**src/rtl/ir_pipe_pkg.sv**
```systemverilog
// rtl/ir_pipe_pkg.sv - shared constants and types for the elastic IR pipeline
package ir_pipe_pkg;
    localparam logic [31:0] NOP_WORD_RV32 = 32'h0000_0013;
    typedef logic [31:0] instr_t;
endpackage

```
**src/rtl/ir_pipe_chain_if.sv**
```systemverilog
// rtl/ir_pipe_chain_if.sv - upstream/downstream handshake bundle of the IR pipeline
interface ir_pipe_chain_if #(
    parameter int WIDTH = 32
);
    logic             in_valid;
    logic             in_ready;
    logic [WIDTH-1:0] in_data;
    logic             out_valid;
    logic             out_ready;
    logic [WIDTH-1:0] out_data;

    modport master (
        output in_valid, in_data, out_ready,
        input  in_ready, out_valid, out_data
    );

    modport slave (
        input  in_valid, in_data, out_ready,
        output in_ready, out_valid, out_data
    );
endinterface

```
**src/rtl/ir_pipe_stage.sv**
```systemverilog
// rtl/ir_pipe_stage.sv - one valid+data register with load and flush
module ir_pipe_stage
    import ir_pipe_pkg::*;
#(
    parameter int               WIDTH    = 32,
    parameter logic [WIDTH-1:0] NOP_WORD = WIDTH'(NOP_WORD_RV32)
) (
    input  logic             clk,
    input  logic             rst,
    input  logic             flush_i,
    input  logic             load_i,
    input  logic             valid_i,
    input  logic [WIDTH-1:0] data_i,
    output logic             valid_o,
    output logic [WIDTH-1:0] data_o
);
    logic             valid_q;
    logic [WIDTH-1:0] data_q;

    // Flush beats load; data only moves with a valid word so bubbles keep the old value
    always_ff @(posedge clk or posedge rst) begin
        if (rst) begin
            valid_q <= 1'b0;
            data_q  <= NOP_WORD;
        end else if (flush_i) begin
            valid_q <= 1'b0;
            data_q  <= NOP_WORD;
        end else if (load_i) begin
            valid_q <= valid_i;
            if (valid_i) begin
                data_q <= data_i;
            end
        end
    end

    assign valid_o = valid_q;
    assign data_o  = data_q;
endmodule

```
**src/rtl/ir_pipe_chain.sv**
```systemverilog
// rtl/ir_pipe_chain.sv - elastic STAGES-deep IR pipeline with flush; optional skid entry via IR_PIPE_SKID_EN
module ir_pipe_chain
    import ir_pipe_pkg::*;
#(
    parameter int               WIDTH    = 32,
    parameter int               STAGES   = 2,
    parameter logic [WIDTH-1:0] NOP_WORD = WIDTH'(NOP_WORD_RV32),
    localparam int              OCC_W    = $clog2(STAGES + 2)
) (
    input  logic             clk,
    input  logic             rst,
    input  logic             flush,
    ir_pipe_chain_if.slave   bus,
    output logic [OCC_W-1:0] occupancy
);
    logic [STAGES:0]   adv;
    logic [STAGES-1:0] v;
    logic [WIDTH-1:0]  d [STAGES];
    logic              src_v;
    logic [WIDTH-1:0]  src_d;
    logic              skid_cnt;

    // Advance chain: a stage moves when it is empty or the stage after it moves
    always_comb begin
        logic chain;
        chain       = bus.out_ready;
        adv         = '0;
        adv[STAGES] = chain;
        for (int i = STAGES - 1; i >= 0; i--) begin
            chain  = !v[i] || chain;
            adv[i] = chain;
        end
    end

    for (genvar i = 0; i < STAGES; i++) begin : g_stage
        logic             vin;
        logic [WIDTH-1:0] din;
        if (i == 0) begin : g_first
            assign vin = src_v;
            assign din = src_d;
        end else begin : g_next
            assign vin = v[i-1];
            assign din = d[i-1];
        end
        ir_pipe_stage #(
            .WIDTH    (WIDTH),
            .NOP_WORD (NOP_WORD)
        ) u_stage (
            .clk     (clk),
            .rst     (rst),
            .flush_i (flush),
            .load_i  (adv[i]),
            .valid_i (vin),
            .data_i  (din),
            .valid_o (v[i]),
            .data_o  (d[i])
        );
    end

    assign bus.out_valid = v[STAGES-1];
    assign bus.out_data  = d[STAGES-1];

`ifdef IR_PIPE_SKID_EN
    logic             skid_v_q, skid_v_d;
    logic [WIDTH-1:0] skid_d_q, skid_d_d;
    logic             in_ready_q;
    logic             accept;

    // in_ready is registered, so a flush cannot gate it; a word taken during flush is killed
    assign accept      = bus.in_valid && in_ready_q;
    assign src_v       = skid_v_q || accept;
    assign src_d       = skid_v_q ? skid_d_q : bus.in_data;
    assign bus.in_ready = in_ready_q;
    assign skid_cnt    = skid_v_q;

    // Skid next state: park a word stage 0 cannot take, drain it first when stage 0 moves
    always_comb begin
        skid_v_d = skid_v_q;
        skid_d_d = skid_d_q;
        if (flush) begin
            skid_v_d = 1'b0;
        end else if (skid_v_q) begin
            if (adv[0]) begin
                skid_v_d = 1'b0;
            end
        end else if (accept && !adv[0]) begin
            skid_v_d = 1'b1;
            skid_d_d = bus.in_data;
        end
    end

    // Skid register and the flopped ready that mirrors its emptiness
    always_ff @(posedge clk or posedge rst) begin
        if (rst) begin
            skid_v_q   <= 1'b0;
            skid_d_q   <= NOP_WORD;
            in_ready_q <= 1'b0;
        end else begin
            skid_v_q   <= skid_v_d;
            skid_d_q   <= skid_d_d;
            in_ready_q <= !skid_v_d;
        end
    end
`else
    assign src_v        = bus.in_valid;
    assign src_d        = bus.in_data;
    assign bus.in_ready = adv[0] && !flush && !rst;
    assign skid_cnt     = 1'b0;
`endif

    // Occupancy is the count of valid words held, skid entry included
    always_comb begin
        occupancy = OCC_W'(skid_cnt);
        for (int i = 0; i < STAGES; i++) begin
            occupancy = occupancy + OCC_W'(v[i]);
        end
    end
endmodule

```
**src/flat_wrapper.sv**
```systemverilog
// flat-port wrapper written by rule: the top's interface ports become plain ports
module ir_pipe_chain_flat import ir_pipe_pkg::*;
#(
    parameter int               WIDTH    = 32,
    parameter int               STAGES   = 2,
    parameter logic [WIDTH-1:0] NOP_WORD = WIDTH'(NOP_WORD_RV32),
    localparam int              OCC_W    = $clog2(STAGES + 2)
)
  (clk, rst, flush, occupancy, bus_in_valid, bus_in_data, bus_out_ready, bus_in_ready, bus_out_valid, bus_out_data);
  ir_pipe_chain_if #(.WIDTH(WIDTH)) bus_i ();
  input  logic clk;
  input  logic rst;
  input  logic flush;
  output logic [OCC_W-1:0] occupancy;
  input wire logic [$bits(bus_i.in_valid)-1:0] bus_in_valid;
  input wire logic [$bits(bus_i.in_data)-1:0] bus_in_data;
  input wire logic [$bits(bus_i.out_ready)-1:0] bus_out_ready;
  output wire logic [$bits(bus_i.in_ready)-1:0] bus_in_ready;
  output wire logic [$bits(bus_i.out_valid)-1:0] bus_out_valid;
  output wire logic [$bits(bus_i.out_data)-1:0] bus_out_data;
  assign bus_i.in_valid = bus_in_valid;
  assign bus_i.in_data = bus_in_data;
  assign bus_i.out_ready = bus_out_ready;
  assign bus_in_ready = bus_i.in_ready;
  assign bus_out_valid = bus_i.out_valid;
  assign bus_out_data = bus_i.out_data;
  ir_pipe_chain #(.WIDTH(WIDTH), .STAGES(STAGES), .NOP_WORD(NOP_WORD)) u_core (.clk(clk), .rst(rst), .flush(flush), .bus(bus_i), .occupancy(occupancy));
endmodule
```
**config.mk**
```make
export PLATFORM = sky130hd
export DESIGN_NAME = ir_pipe_chain_flat
export DESIGN_NICKNAME = d
export VERILOG_FILES = /design/src/rtl/ir_pipe_pkg.sv /design/src/rtl/ir_pipe_chain_if.sv /design/src/rtl/ir_pipe_stage.sv /design/src/rtl/ir_pipe_chain.sv /design/src/flat_wrapper.sv
export SDC_FILE = /design/constraint.sdc
export NUM_CORES = 1
export LEC_CHECK = 0
export CORE_MARGIN = 2
export CORE_UTILIZATION = 45
export CTS_BUF_LIST = sky130_fd_sc_hd__clkbuf_8 sky130_fd_sc_hd__clkbuf_16
export DETAILED_ROUTE_END_ITERATION = 10
export GPL_TIMING_DRIVEN = 0
export PLACE_DENSITY = 0.8
export SYNTH_ARGS = -nofsm -noshare
export SYNTH_HDL_FRONTEND = slang
export SYNTH_HIERARCHICAL = 1
export SYNTH_SLANG_ARGS = --single-unit
```
**constraint.sdc**
```tcl
create_clock -name clk -period 1.3 [get_ports clk]
set_input_delay 0.26 -clock clk [delete_from_list [all_inputs] [get_ports clk]]
set_output_delay 0.26 -clock clk [all_outputs]
set_load 0.005 [all_outputs]
```
==> results by stage <==
Critical path:
- STA classifies the critical path startpoint as a register.
- The slowest stage of the critical path is the sky130_fd_sc_hd__dfrtp_2 cell.
- In this run the critical register-to-register path is captured at u_core/g_stage[1].u_stage/data_o[12]$_DFFE_PP0P_.
- The peak fanout along the critical path is 3.
- The worst register-to-register path has a setup slack of -0.23 ns.
- The worst setup path is of the reg2out kind.
- The number of cells on the worst reg-to-reg path is 8.
- The signal arrival time at the worst endpoint is approximately 1.3 ns.
- The signal on the critical path passes through buf_6 > nand3b_4 > nor3b_2 > buf_2.
- The worst flop-to-flop path startpoint is u_core/g_stage[1].u_stage/valid_o$_DFFE_PP0P_.
- For this run, the slowest stage of the critical path takes approximately 0.45 ns.
- The required time of the critical path is 1.04 ns.
- STA classifies the critical path endpoint as a primary output.

Floorplanning:
- The number of top-level pins is between 70 and 80.
- Once the floorplan was initialized, standard cells occupied between 40 and 50% of the core.
- The area enclosed by the die boundary is roughly 0.008 mm^2.
- In this run the core area contains 31 standard-cell rows.
- The floorplan step set the die width to around 90 um.
- The total core area is approximately 0.0072 mm^2.
- The die is ~90 um tall.

Yosys:
- The sequential area share after synthesis is 49.6%.
- The number of library cell types mapped by synthesis is 21.
- The count of synthesis-stage warnings from yosys is 6.
- The most frequent cell after synthesis is sky130_fd_sc_hd__dfrtp_1.
- The biggest area consumer among synthesized cells is sky130_fd_sc_hd__dfrtp_1.
- Of the post-synthesis cell area, the dominant cell type holds between 40 and 50%.
- The cell area after synthesis is roughly 0.0033 mm^2.
- In this run, synthesis inferred 0 flip-flops with an integrated enable.
- For this run, the leading register cell type out of synthesis is sky130_fd_sc_hd__dfrtp_1.
- Ranked by instance count, the synthesized netlist is headed by 60 x sky130_fd_sc_hd__dfrtp_1, 58 x sky130_fd_sc_hd__a21oi_1, 58 x sky130_fd_sc_hd__nand3_1.
- The share of flip-flops with an asynchronous set or reset after synthesis is 100%.
- In the post-synthesis netlist, the biggest area contributors are sky130_fd_sc_hd__dfrtp_1 45%, sky130_fd_sc_hd__a21bo_1 11%, sky130_fd_sc_hd__a21oi_1 8.7%.
- The average footprint of a synthesized cell is 11.1 um^2.
- Synthesis produced a netlist with a net count of roughly 340.
- Counting every instance in the synthesized netlist gives 300.
- Counting flops and latches in the post-synthesis netlist gives 66.

Global routing:
- The via count of the first global-routing pass is roughly 2900.
- The first global-routing pass estimated about 15000 um of wire.
- The total global-route track usage is a little under a quarter.
- The maximum number of pins on one net before global-route repair is 34.
- The initial antenna violation count is 0.
- The final global-route overflow total is 0.

Pwr:
- IR analysis of the VDD net gives a maximum drop of between 0.0005 and 0.0006 V.
- For this design the ratio of total power to cell area is about 940 mW/mm^2.
- Summed over all cells, the static leakage comes to 2.33 nW.
- The final total power is between 4 and 5 mW.

Place:
- Timing analysis after detailed placement gives a worst setup slack of -0.625 ns.
- The wire-length estimate of the detail-placed layout is 5650 um.
- At the end of routability-driven placement, the weighted congestion stood at around 0.8.
- The area after detailed placement is about 0.0042 mm^2.
- Buffers placed on the I/O ports in this run total 71.

Min path:
- The path class of the tightest hold or removal check is in2async.

STA:
- Setup violations remaining at the end of the flow were counted as just over 60.
- The period utilization is 119%.
- Setup repair after global routing could not meet its margin everywhere.
- The final count of pins violating max slew is 0.
- For the pin with the worst max-slew slack, the measured transition is 0.731 ns.
- The highest clock frequency the design can meet is between 600 and 700 MHz.
- The relative max-transition margin is around 50%.
- The count of final hold-check violations is 0.
- Between clock sinks in the finished design, the worst skew comes to 0.00573 ns.
- The final worst-path setup slack is -0.249 ns.
- Counting I/O delays and the setup requirement, the final critical path takes between 1.5 and 2 ns.

Drt:
- Summing over every cut layer, the via total after detailed routing is slightly below 3000.
- The initial detailed-routing violation count is 150.
- For this run, design rule violations remaining after detail routing come to 0.
- The residual antenna-violating net count after detailed routing is 0.
- Summed over all layers, the routed wires come to about 11000 um.
- The number of optimization iterations in the first detailed-route pass is 5.
- Using the TritonRoute via totals, the vias-per-cell ratio works out to 5.76.
- Dividing the detail-routed wire length by the instance count gives about 21 um.

Final layout:
- Summing all multi-input logic gate instances after layout gives 0.00175 mm^2.
- The antenna diode count is 0.
- The sequential cell area is approximately 0.0017 mm^2.
- Cells with a size suffix above 1 make up roughly 47% of the layout.
- After filler insertion, the fill cell instance count of the layout stands at 486.
- Once layout is done, the placed cells without fillers occupy ~0.0052 mm^2.
- The final-stage net count is between 400 and 500.
- The layout overhead on the synthesized area is 56.8%.

Clock network:
- The worst-case clock buffer depth is 2.
- The clock latency of the later-clocked register in the worst-skew pair is 0.34 ns.
- The clock root buffer is sky130_fd_sc_hd__clkbuf_8.
- The TritonCTS buffer count is 9.
- TritonCTS built the clock tree.
- Clock-pin slew was measured on the worst setup and hold paths at about 0.070 ns.
- The H-tree depth reported by CTS is 3.
- In this run, post-CTS hold repair placed 0 buffers.
- The number of clock sinks is 66.

Run status:
- The flow ran to the end, but the final reports show violations.
- The checks that failed: setup timing.

Job:
- The number of maximum-capacitance constraint violations is 0.
==> cells by family after synthesis <==
group,Yosys count,share of synthesized area (%)
buf+inv,38,9.81
compound gates,124,28.2
flops,66,49.6
simple gates,71,12.0
fa+ha+maj,1,0.374
==> critical path, delay by kind of cell, from the launching register on <==
kind,cells,cell delay [ns]
buffers and inverters,2,0.27
DFF,1,0.45
and+or+nand+nor,2,0.24
==> per-layer routing <==
layer | wire [um] | up-vias | GRT usage, %
met5 | 0 | - | 0
met4 | 517 | 0 | 9.62
met3 | 626 | 45 | 3.86
met2 | 5470 | 125 | 38.5
met1 | 4180 | 1481 | 31.3
li1 | - | 1309 | -
==> worst max-delay path by stage <==
stage,from,endpoint,cells past startpoint
finish,u_core/g_stage[1].u_stage/valid_o$_DFFE_PP0P_,bus_in_ready,4
global placement,rst,u_core/g_stage[0].u_stage/data_o[14]$_DFFE_PP0P_,2
floorplan,u_core/g_stage[1].u_stage/valid_o$_DFFE_PP0P_,u_core/g_stage[1].u_stage/data_o[0]$_DFFE_PP1P_,5
global route,u_core/g_stage[1].u_stage/valid_o$_DFFE_PP0P_,bus_in_ready,4
detailed placement,rst,u_core/g_stage[1].u_stage/data_o[19]$_DFFE_PP0P_,2
CTS,rst,u_core/g_stage[1].u_stage/valid_o$_DFFE_PP0P_,2
==> final cells by class <==
cell class | count | share of cell area [%]
flip-flops and latches | 66 | 31.7
repair buffers | 101 | 20.5
clock inverters | 5 | 1.50
inverters | 2 | 0.143
clock buffers | 10 | 2.63
well taps | 99 | 2.36
plain buffers | 35 | 7.81
multi-input cells | 196 | 33.3
==> registers in the layout (all words and copies together), names as in the netlist <==
| name | cells |
|---|---|
| u_core/g_stage.u_stage/data_o | 64 |
| u_core/g_stage.u_stage/valid_o | 2 |
==> power by group <==
group / total (mW) / leakage, nW / internal, mW / switching [mW]
Sequential: 2.20 / 0.875 / 2.15 / 0.0586
Combinational: 0.806 / 1.34 / 0.420 / 0.386
Clock: 1.91 / 0.112 / 1.12 / 0.795
Total: 4.92 / 2.33 / 3.68 / 1.24
==> timing repair <==
item / CTS / global route
cloned: 5 / 4
buffers inserted: 13 / 9
resized for setup: 101 / 102
pin swaps: 29 / 38
setup endpoints to repair: 119 / 70
==> cell usage in the layout, fill, tap and decap left out, types with 6 or more instances in the layout <==
master	count
sky130_fd_sc_hd__buf_12	6
sky130_fd_sc_hd__buf_4	11
sky130_fd_sc_hd__dfstp_2	6
sky130_fd_sc_hd__a21oi_1	11
sky130_fd_sc_hd__a21bo_2	20
sky130_fd_sc_hd__a21bo_1	37
sky130_fd_sc_hd__clkbuf_2	8
sky130_fd_sc_hd__nand3_4	8
sky130_fd_sc_hd__dlygate4sd2_1	29
sky130_fd_sc_hd__nand3_2	15
sky130_fd_sc_hd__dfrtp_1	58
sky130_fd_sc_hd__clkbuf_8	10
sky130_fd_sc_hd__nand3_1	35
sky130_fd_sc_hd__a21oi_2	49
sky130_fd_sc_hd__buf_6	20
sky130_fd_sc_hd__buf_8	15
sky130_fd_sc_hd__a211o_1	6
sky130_fd_sc_hd__clkdlybuf4s50_1	35
==> stage by stage <==
| step | hold slack (ns) | utilization, % | instances | setup TNS, ns |
|---|---|---|---|---|
| CTS | 0.351 | 65.0 | 503 | -24.36 |
| global route | 0.305 | 72.6 | 514 | -11.06 |
| detailed placement | 0.521 | 57.9 | 470 | -60.81 |
| global placement | 0.513 | 57.9 | 470 | -51.91 |
| floorplan | 0.387 | - | 300 | 0 |
| finish | 0.269 | 72.6 | 514 | -9.15 |
No activity file was read; power rests on OpenSTA's default activity.
